[config.mk]
export PLATFORM = sky130hd
export DESIGN_NAME = path_replay_ctrl
export DESIGN_NICKNAME = d
export VERILOG_FILES = /design/src/rtl/path_replay_ctrl.sv
export SDC_FILE = /design/constraint.sdc
export NUM_CORES = 1
export LEC_CHECK = 0
export BUFFER_PORTS_ARGS = -buffer_cell sky130_fd_sc_hd__buf_2
export CORE_MARGIN = 2
export CORE_UTILIZATION = 60
export DETAILED_ROUTE_END_ITERATION = 8
export GPL_ROUTABILITY_DRIVEN = 0
export PLACE_DENSITY = 0.82
export SETUP_SLACK_MARGIN = 0.2
export SYNTH_ARGS = -nofsm -noshare
export SYNTH_HDL_FRONTEND = slang
export SYNTH_SLANG_ARGS = --single-unit
[constraint.sdc]
create_clock -name CLK -period 3.04 [get_ports CLK]
set_input_delay 0 -clock CLK [delete_from_list [all_inputs] [get_ports CLK]]
set_output_delay 0 -clock CLK [all_outputs]
set_load 0.01 [all_outputs]
[src/rtl/path_replay_ctrl.sv]
// path_replay_ctrl
// Sequencer that sits between the solver FSM and the path output unit. It drains
// the 2-bit direction stack into a local buffer. It then replays the buffered path
// on a valid/ready stream, first move first, and re-inits the stack afterwards.
//
// Ports
//   CLK         in   system clock, rising edge
//   RST         in   asynchronous reset, active-high
//   start       in   one-cycle request to drain and replay; ignored while busy
//   stk_empty   in   stack empty flag (combinational from the stack index)
//   stk_dout    in   stack data, valid the cycle after the stk_pop cycle
//   stk_pop     out  pop strobe to the stack
//   stk_init    out  init strobe to the stack
//   move_valid  out  replay data valid
//   move_ready  in   consumer accepts move_dir while move_valid is high
//   move_dir    out  current direction
//   move_last   out  high together with the final move of the path
//   path_len    out  number of moves captured; held until the next start
//   busy        out  high in every state except IDLE
//   done        out  one-cycle pulse at the end of a sequence
//   overflow    out  sticky; the buffer filled before the stack emptied
module path_replay_ctrl #(
    parameter int WIDTH = 2,
    parameter int DEPTH = 256
) (
    input  logic                       CLK,
    input  logic                       RST,
    input  logic                       start,
    input  logic                       stk_empty,
    input  logic [WIDTH-1:0]           stk_dout,
    output logic                       stk_pop,
    output logic                       stk_init,
    output logic                       move_valid,
    input  logic                       move_ready,
    output logic [WIDTH-1:0]           move_dir,
    output logic                       move_last,
    output logic [$clog2(DEPTH):0]     path_len,
    output logic                       busy,
    output logic                       done,
    output logic                       overflow
);

    localparam int AW = $clog2(DEPTH);
    localparam int CW = AW + 1;
    localparam logic [CW-1:0] DEPTH_C = CW'(DEPTH);

    typedef enum logic [2:0] {
        S_IDLE,
        S_POP,
        S_CAPT,
        S_EMIT,
        S_CLEAR,
        S_DONE
    } state_t;

    state_t          state_reg, state_next;
    logic [CW-1:0]   cnt_reg, cnt_next;
    logic [AW-1:0]   rd_reg, rd_next;
    logic            overflow_reg, overflow_next;
    logic            buf_we;

    // Local path buffer. Its contents are don't-care after reset, so it has no reset.
    logic [WIDTH-1:0] buf_mem [DEPTH];

    always_ff @(posedge CLK) begin
        if (buf_we) begin
            buf_mem[cnt_reg[AW-1:0]] <= stk_dout;
        end
    end

    always_ff @(posedge CLK or posedge RST) begin
        if (RST) begin
            state_reg    <= S_IDLE;
            cnt_reg      <= '0;
            rd_reg       <= '0;
            overflow_reg <= 1'b0;
        end else begin
            state_reg    <= state_next;
            cnt_reg      <= cnt_next;
            rd_reg       <= rd_next;
            overflow_reg <= overflow_next;
        end
    end

    always_comb begin
        state_next    = state_reg;
        cnt_next      = cnt_reg;
        rd_next       = rd_reg;
        overflow_next = overflow_reg;
        buf_we        = 1'b0;
        stk_pop       = 1'b0;
        stk_init      = 1'b0;
        move_valid    = 1'b0;
        move_dir      = '0;
        move_last     = 1'b0;
        done          = 1'b0;

        case (state_reg)
            S_IDLE: begin
                if (start) begin
                    cnt_next      = '0;
                    overflow_next = 1'b0;
                    // An empty stack has nothing to replay and needs no init.
                    state_next    = stk_empty ? S_DONE : S_POP;
                end
            end
            S_POP: begin
                stk_pop    = 1'b1;
                state_next = S_CAPT;
            end
            S_CAPT: begin
                // stk_dout now holds the popped entry. stk_empty already reflects
                // the decremented index, so it tells us whether this was the last entry.
                buf_we   = 1'b1;
                cnt_next = cnt_reg + 1'b1;
                if (stk_empty) begin
                    rd_next    = cnt_reg[AW-1:0];
                    state_next = S_EMIT;
                end else if (cnt_reg + 1'b1 == DEPTH_C) begin
                    overflow_next = 1'b1;
                    state_next    = S_CLEAR;
                end else begin
                    state_next = S_POP;
                end
            end
            S_EMIT: begin
                // The buffer holds entries newest-first, so reading downward from
                // the last captured index restores the original push order.
                move_valid = 1'b1;
                move_dir   = buf_mem[rd_reg];
                move_last  = (rd_reg == '0);
                if (move_ready) begin
                    if (rd_reg == '0) begin
                        state_next = S_CLEAR;
                    end else begin
                        rd_next = rd_reg - 1'b1;
                    end
                end
            end
            S_CLEAR: begin
                stk_init   = 1'b1;
                state_next = S_DONE;
            end
            S_DONE: begin
                done       = 1'b1;
                state_next = S_IDLE;
            end
            default: begin
                state_next = S_IDLE;
            end
        endcase
    end

    assign busy     = (state_reg != S_IDLE);
    assign path_len = cnt_reg;
    assign overflow = overflow_reg;

endmodule
; Word level (Yosys, flattened, before mapping)
; Memories as Yosys holds them, arrays and structs flattened.
; Index checks and enable logic that the tools add are counted.
[op_classes]
addsub = 2
eq_ne = 13
mux = 26
reduce_logical = 9
[ops]
columns = operator, n
row1 = 8-bit 2-to-1 mux, 3
row2 = 3-bit 2-to-1 mux, 6
row3 = 9-bit case mux with 2 select lines, 1
row4 = 8-bit case mux with 2 select lines, 1
row5 = 3-bit case mux with 5 select lines, 1
row6 = "2-bit != test, second input constant", 7
row7 = 1-bit 2-to-1 mux, 11
row8 = "9-bit by 1-bit adder with 9-bit output, second input constant", 1
row9 = "9-bit == test, second input constant", 1
row10 = 9-bit 2-to-1 mux, 1
row11 = 8-bit zero test, 1
row12 = 4-bit AND reduction, 2
row13 = "8-bit by 1-bit subtractor with 8-bit output, second input constant", 1
row14 = "3-bit by 2-bit == test with 1-bit output, second input constant", 2
row15 = "3-bit == test, second input constant", 2
row16 = 2-bit nonzero test, 2
row17 = "3-bit by 1-bit == test with 1-bit output, second input constant", 1
row18 = 3-bit zero test, 1
row19 = 3-bit AND reduction, 1
row20 = 3-bit nonzero test, 1
row21 = 2-bit 2-to-1 mux, 1
row22 = 1-bit case mux with 2 select lines, 1
row23 = 2-bit AND reduction, 1
[word_totals]
reg_bits = 21
ramBits = 512
input_bits = 7
output_inout_bits = 18
wordCells = 55
memories = 1
[mem_list]
columns = memory, words, word_bits, rd, rd_clocked_by_memory_dff, write_ports, line
row1 = buf_mem, 256, 2, 1, 0, 1, 63  ; logic [WIDTH-1:0] buf_mem [DEPTH];

; Longest topological paths before layout
; Gate-level depths: netlist (run 1).
[depth]
depth_word = 5
ltp_mapped = 13
depth_no_buf = 9

; Worst setup path before layout (run 1)
; No wires, ideal clock.
[synth_path]
path_kind = flip-flop to flip-flop
start = reg rd_reg[0]
end = reg rd_reg[0]
setup_ns = 0.136
t_arrival_ns = 2.480
t_required_ns = 2.904
setup_slack_ns = 0.424
path_stages_with_launch = 14
n_path_buf = 4
synth_period_minus_slack_ns = 2.616
path_cell_list = dfrtp_1 buf_6 buf_12 buf_12 buf_12 inv_2 ha_1 nand2b_1 or3_1 o31ai_1 a21o_1 nor3_1 a21oi_1 o31ai_1
[synth_between]
elab_chain_len = 4
word_cells_on_any_way = 7
classes_between = 1 x add/sub / 1 x eq/ne / 3 x mux / 2 x reduce/logical
[synth_rtl]
columns = item, line
row1 = from (decl), 58  ; logic [AW-1:0] rd_reg, rd_next;
row2 = from (signal assigned), 80  ; rd_reg <= rd_next;
row3 = 8-bit by 1-bit subtractor with 8-bit output, 136  ; rd_next = rd_reg - 1'b1;
row4 = 8-bit 2-to-1 mux, 133  ; if (rd_reg == '0) begin
row5 = 8-bit 2-to-1 mux, 132  ; if (move_ready) begin
row6 = 8-bit case mux with 2 select lines, 98  ; case (state_reg)
; Parallel ways exist; a longest one is shown, timed or not. The select of a mux whose other input is x is not followed.
; A chain may end at the register's enable or synchronous reset.

; Final worst setup path (run 1)
[layout_path]
start = reg rd_reg[0]
end = out move_dir[1]
[layout_between]
elab_chain_len = 2
[layout_rtl]
columns = item, line
row1 = memory 256 x 2 bit, -
row2 = 2-bit 2-to-1 mux, 98
row3 = to (decl), 35  ; output logic [WIDTH-1:0] move_dir,
; Every way passes these cells.

==> results of run 1 <==
[layout by cell type, fill, tap and decap left out, drive strengths merged, types with 16 or more instances in the layout]
cell type / count
clkbuf: 65
o21ai: 37
nand3: 18
mux2i: 51
edfxtp: 512
nor2b: 16
a21oi: 33
nand2: 70
buf: 137
nor2: 289
dfrtp: 21
mux4: 111
clkinv: 20
[logic make-up after synthesis]
kind of cell / Yosys count / synth area share (%)
simple gates: 456 / 8.59
compound gates: 150 / 4.34
mux: 165 / 13.5
fa+ha+maj: 6 / 0.332
flops: 533 / 70.4
xor+xnor: 2 / 0.0776
buf+inv: 112 / 2.78
[power by group through the flow]
stage / Clock [W] / Sequential [W] / Combinational [W]
floorplan: 0 / 0.00841 / 0.00427
global placement: 0 / 0.00860 / 0.00580
detailed placement: 0 / 0.00861 / 0.00592
CTS: 0.00680 / 0.00840 / 0.00687
global route: 0.00707 / 0.00843 / 0.00740
finish: 0.00679 / 0.00842 / 0.00707
[what timing repair did]
item,in CTS,in global routing
cloned,4,0
pin swaps,15,3
hold buffers,5,0
setup buffers,22,0
setup endpoints to repair,2,12
resized for setup,43,10
endpoints found under the hold margin,124,0
[path summary, 6_finish.rpt]
check	endpoint	slack (ns)	cells past startpoint
min reg2reg	overflow	0.54	2
min in group asynchronous	path_len[8]	0.14	3
max in group asynchronous	rd_reg[1]	2.26	3
max	move_dir[1]	-0.19	8
max reg2reg	rd_reg[0]	0.23	13
min	buf_mem[62][1]	-0.01	1
[final cells by class]
class	count	area [µm²]
clock buffers	65	1420
clock inverters	31	372
fillers	2238	11400
inverters	12	45.0
multi-input cells	779	6220
flip-flops and latches	533	15900
well taps	511	639
repair buffers	145	1350
[worst reg2reg max path, delay by kind of cell, from the launching register on]
family | cells | cell delay, ns
DFF | 1 | 0.50
buffers and inverters | 5 | 0.75
and+or+nand+nor | 3 | 0.58
AOI/OAI and AO/OA | 4 | 0.62
adders and majority gates | 1 | 0.24
[metrics by stage]
stage / cells / power, W / setup slack, ns
after global placement: 1949 / 0.0144 / 0.155
final: 2076 / 0.0223 / -0.190
after detailed placement: 1949 / 0.0145 / 0.0584
after floorplan: 1424 / 0.0127 / 0.424
after CTS: 2076 / 0.0221 / -0.161
after global routing: 2076 / 0.0229 / -0.235
[per-layer routing]
layer	routed length (µm)	global-route usage (%)
met1	19100	37.1
met2	27500	48.9
met3	6650	6.86
met4	3290	16.5
met5	0	0
==> impl_results.md, run 1 <==
- Mapped Cells: 1424
- Clock-pin slew on the worst setup and hold paths: 0.06 ns
- Worst-case clock skew: 0.0148 ns
- Initial DRT Pass Iterations: 6
- Post-synth ARST share: 3.94%
- Library cell used as clock root buffer: sky130_fd_sc_hd__clkbuf_16
- Via count of the routed design: 13622
- Flip-flop count of the largest register after layout: 512
- Number of DRC markers in iteration 0: 1860
- Largest net degree at the start of global routing: 123
- Seq pwr share: 37.8%
- Worst setup SP type: flip-flop
- Die Y-Extent: 198 µm
- Final design utilization: 69.4%
- Cell repeated most along the worst path: sky130_fd_sc_hd__mux4_2
- Critical path launch point: rd_reg[0]
- Standard cell core area: 0.0374 mm²
- Total half-perimeter wirelength after legalization and detailed placement: 33.2 mm
- Launch instance of the worst register-to-register path: rd_reg[0]
- Clock net sink count: 533
- Io pins: 25
- Post-Syn Nets: 1437
- Predominant post-synthesis flop cell: sky130_fd_sc_hd__edfxtp_1
- Tmin final: 3.23 ns
- Net switching power: 0.00683 W
- Sum of negative setup slack: -0.358 ns
- Global-route wire length before repair: 84.3 mm
- Switching share of power: 30.7%
- Number of enable-type register cells in the synthesized netlist: 512
- Crit end category: output pin
- Clock buffer depth: 3
- Final hold slack: -0.0131 ns
- Number of inserted diodes: 0
- Worst-Margin Slew: 0.957 ns
- Fraction of post-synthesis cell area in the top cell type by area: 68.1%
- Most common library cells after synthesis: sky130_fd_sc_hd__edfxtp_1 (512), sky130_fd_sc_hd__nor2_1 (289), sky130_fd_sc_hd__mux4_2 (111)
- Data required time at the worst endpoint: 3.04 ns
- Leftover overflow at the end of global routing: 0
- Cell internal pwr: 0.0154 W
- Total power density per cell area: 858 mW/mm²
- Worst relative slew slack: 36.2%
- Max H-tree Level: 2
- Period utilization: 106%
- Maxcap violations: 0
- RSZ-0062 raised after global routing: true
- Violated checks: hold timing, setup timing
- Seq cells post-synth: 533
- X dimension of the die: 198 µm
- CTS tree: done
- Leakage power figure: 8.33 nW
- Hold Path Class: input port to flip-flop
- Final slew viol count: 0
- Top fanout value on the critical path: 13
- Fraction of power consumed by combinational cells: 31.7%
- Clock network latency to the later pin of the worst-skew pair: 0.59 ns
- Unique cell type count in the Yosys netlist: 61
- Crit path DAT: 3.23 ns
- Delay of the slowest critical-path stage: 0.53 ns
- Placed cell areas: 0.0236 mm²
- Port bufs: 24
- Post-synthesis instance area: 0.0226 mm²
- Highest clock rate: 310 MHz
- Area leader, netlist: sky130_fd_sc_hd__edfxtp_1
- Endpoints failing hold: 4
- Synth-to-Final Area Change: 14.9%
- Status: complete, but fails checks
- Number of synthesis warnings: 0
- Min-delay src: stk_dout[1]
- Number of routed nets with antenna violations: 0
- Synth Area per Inst: 15.9 µm²
- Minimum setup slack in the final design: -0.190 ns
- Portion of the post-synthesis area used by sequential elements: 70.4%
- Count of standard-cell rows: 71
- Family with the most delay on the worst path: multiplexers
- Worst path slowest cell: sky130_fd_sc_hd__mux4_2
- Layout cell share with drive strength beyond 1: 23.5%
- Setup violators final: 2
- Post-detailed-route DRC marker count: 0
- Most common cell in the netlist: sky130_fd_sc_hd__edfxtp_1
- Post-route cell area: 0.0260 mm²
- CP Class: flip-flop to output pin
- Cells along the critical path: buf_8 -> buf_12 -> mux4_2 -> mux4_2 -> or3_1 -> o221ai_2 -> o311ai_4 -> buf_2
- Net count of the finished layout: 1536
- Initial core utilization: 60.4%
- Buf/Inv on CP: 3
- Wire length reported by the detailed router: 56.5 mm
- Number of buffers created by CTS: 52
- Die Outline Area: 0.0392 mm²
- Vias in the first global route: 14011
- Number of vias per cell: 6.56
- Total track usage: 29.8%
- Portion of total power attributed to the clock network: 30.5%
- Synth area leaders: sky130_fd_sc_hd__edfxtp_1 (68%), sky130_fd_sc_hd__mux4_2 (11%), sky130_fd_sc_hd__nor2_1 (4.8%)
- Initial antenna violation count: 1
- Drt wl/cell: 27.2 µm
- Worst VDD drop: 0.553 mV
(Power assumes the default switching activity.)
==> inputs of run 2 (changes only) <==
--- a/config.mk
+++ b/config.mk
@@ -6,6 +6,7 @@
 export NUM_CORES = 1
 export LEC_CHECK = 0
 export BUFFER_PORTS_ARGS = -buffer_cell sky130_fd_sc_hd__buf_2
+export CORE_ASPECT_RATIO = 2
 export CORE_MARGIN = 2
 export CORE_UTILIZATION = 60
 export DETAILED_ROUTE_END_ITERATION = 8
==> run 2 against run 1 <==
Effect of this change: the flow finishes with violations (setup timing); flip-flop and latch count is the same; critical path type unchanged; first-iteration DRC count grew 18%; die area grew 0.24%; routed wire length grew 4.6%; hold slack gained 0.015 ns; power shrank 5.7%; critical endpoint is now move_dir[0]; maximum frequency shrank 0.28%; register-to-register slack gained 0.15 ns.
==> impl_results.md, run 2 (synthesis results as in run 1) <==
- Highest clock rate: 309 MHz
- Clock net sink count: 533
- Count of standard-cell rows: 100
- Wire length reported by the detailed router: 59.0 mm
- Post-detailed-route DRC marker count: 0
- Crit path DAT: 3.24 ns
- X dimension of the die: 141 µm
- Clock network latency to the later pin of the worst-skew pair: 0.56 ns
- Met1 routing resource usage after global routing: 35.4%
- Total track usage: 30.8%
- Final slew viol count: 0
- Global-route wire length before repair: 88.0 mm
- Max H-tree Level: 2
- Die Outline Area: 0.0393 mm²
- Period utilization: 107%
- Flip-flop count of the largest register after layout: 512
- CTS tree: done
- Worst relative slew slack: 40.3%
- Number of inserted diodes: 0
- Global Route met2 Usage: 51.7%
- Gr busiest metal: met2
- Total power density per cell area: 828 mW/mm²
- Worst VDD drop: 0.722 mV
- # fillers: 2175
- Port bufs: 24
- Synth-to-Final Area Change: 12.4%
- Hold Path Class: input port to flip-flop
- Worst-case clock skew: 0.00884 ns
- Post-placement worst setup slack: 0.0194 ns
- Initial DRT Pass Iterations: 6
- Total half-perimeter wirelength after legalization and detailed placement: 36.1 mm
- Worst setup SP type: flip-flop
- Top fanout value on the critical path: 29
- Via count of the routed design: 13889
- Crit end category: output pin
- Violated checks: setup timing
- Endpoints failing hold: 0
- Minimum setup slack in the final design: -0.200 ns
- Die Y-Extent: 278 µm
- Leakage power figure: 8.05 nW
- Standard cell core area: 0.0372 mm²
- Initial core utilization: 60.8%
- Clock buffer depth: 3
- Data required time at the worst endpoint: 3.04 ns
- Setup violators final: 2
- Final design utilization: 68.3%
- Library cell used as clock root buffer: sky130_fd_sc_hd__clkbuf_16
- Largest net degree at the start of global routing: 160
- Worst-Margin Slew: 0.896 ns
- Io pins: 25
- CP Class: flip-flop to output pin
- Drt wl/cell: 29.6 µm
- Leftover overflow at the end of global routing: 0
- Tmin final: 3.24 ns
- Number of routed nets with antenna violations: 0
- Clock-pin slew on the worst setup and hold paths: 0.08 ns
- Net count of the finished layout: 1516
- Vias in the first global route: 14336
- Status: complete, but fails checks
- RSZ-0062 raised after global routing: true
- Number of DRC markers in iteration 0: 2198
- Highest-count cells in the layout ignoring fill and taps: sky130_fd_sc_hd__edfxtp_1 (512), sky130_fd_sc_hd__nor2_1 (288), sky130_fd_sc_hd__mux4_2 (111)
- Initial antenna violation count: 1
- Maxcap violations: 0
- Global routing usage on met3: 5.39%
- Number of buffers created by CTS: 41
- Layout cell share with drive strength beyond 1: 22.8%
- Number of vias per cell: 6.97
- Most common cell after layout, fill and taps aside: sky130_fd_sc_hd__edfxtp_1
## run 2: cell types whose count changed in the layout (fill, tap and decap cells not counted), moves of 3 or more
cell	before	now
sky130_fd_sc_hd__clkbuf_1	7	3
sky130_fd_sc_hd__clkbuf_16	53	41
sky130_fd_sc_hd__o21ai_1	8	13
sky130_fd_sc_hd__clkinv_1	11	8
sky130_fd_sc_hd__buf_4	92	81
sky130_fd_sc_hd__buf_12	9	15
sky130_fd_sc_hd__o21ai_0	27	23
sky130_fd_sc_hd__bufinv_16	9	4
sky130_fd_sc_hd__a2111oi_2	5	2
sky130_fd_sc_hd__bufbuf_16	3	0
## run 2: per-stage QoR
stage	power (W)	std cells	setup TNS [ns]	area (µm²)	hold slack, ns
2_1_floorplan	0.0127	1424	0	22600	-0.0235
3_3_place_gp	0.0146	1890	-0.0502	23500	0.207
3_5_place_dp	0.0147	1890	0	23500	0.213
4_1_cts	0.0206	1990	-0.329	25300	0.0187
5_1_grt	0.0215	1992	-0.442	25400	0.0251
6_report	0.0210	1992	-0.360	25400	0.00140
## run 2: final timing paths
| path | startpoint | endpoint | slack [ns] | depth (start not counted) |
|---|---|---|---|---|
| worst max-delay path | rd_reg[1] | move_dir[0] | -0.20 | 8 |
| worst min-delay path | stk_dout[1] | buf_mem[84][1] | 0.001 | 1 |
| worst max register to register | rd_reg[0] | rd_reg[0] | 0.38 | 11 |
| worst min register to register | overflow | overflow | 0.52 | 2 |
| max in group asynchronous | RST | rd_reg[2] | 2.22 | 3 |
| min in group asynchronous | RST | rd_reg[1] | 0.18 | 3 |
## run 2: final cells by class
type                    count  area [µm²]  area share [%]
flip-flops and latches    533       15900            62.7
multi-input cells         779        6260            24.7
repair buffers            136        1280            5.03
clock buffers              47        1080            4.25
well taps                 459         574            2.26
clock inverters            26         240           0.946
inverters                  12        45.0           0.177
## run 2: layer usage
metal / part of all wire [%] / routed length [µm] / vias to the layer above
li1: - / - / 5627
met1: 30 / 17800 / 6847
met2: 51 / 30300 / 1111
met3: 9.9 / 5850 / 302
met4: 8.6 / 5100 / 2
met5: 0.032 / 19 / -
## run 2: repair_timing
| action | CTS | global route |
|---|---|---|
| buffers inserted | 21 | 2 |
| cloned | 1 | 0 |
| gates resized for setup | 47 | 18 |
| hold buffers | 5 | 0 |
| pin swaps | 13 | 12 |
| hold endpoints to repair | 122 | 0 |
| setup endpoints to repair | 3 | 13 |
## run 2: report_power, final
group	internal, W	switching (W)
clock	0.00290	0.00250
sequential	0.00816	0.000240
combinational	0.00313	0.00408
## run 2: worst max-delay path, stage by stage, from the launching register on
cell and delay, ns:
sky130_fd_sc_hd__dfrtp_4 0.57, sky130_fd_sc_hd__buf_12 0.26, sky130_fd_sc_hd__mux4_2 0.51, sky130_fd_sc_hd__and2_1 0.17, sky130_fd_sc_hd__a211oi_1 0.39, sky130_fd_sc_hd__a2111oi_1 0.16, sky130_fd_sc_hd__nor4_4 0.38, sky130_fd_sc_hd__o21ai_4 0.09
sky130_fd_sc_hd__buf_6 0.13
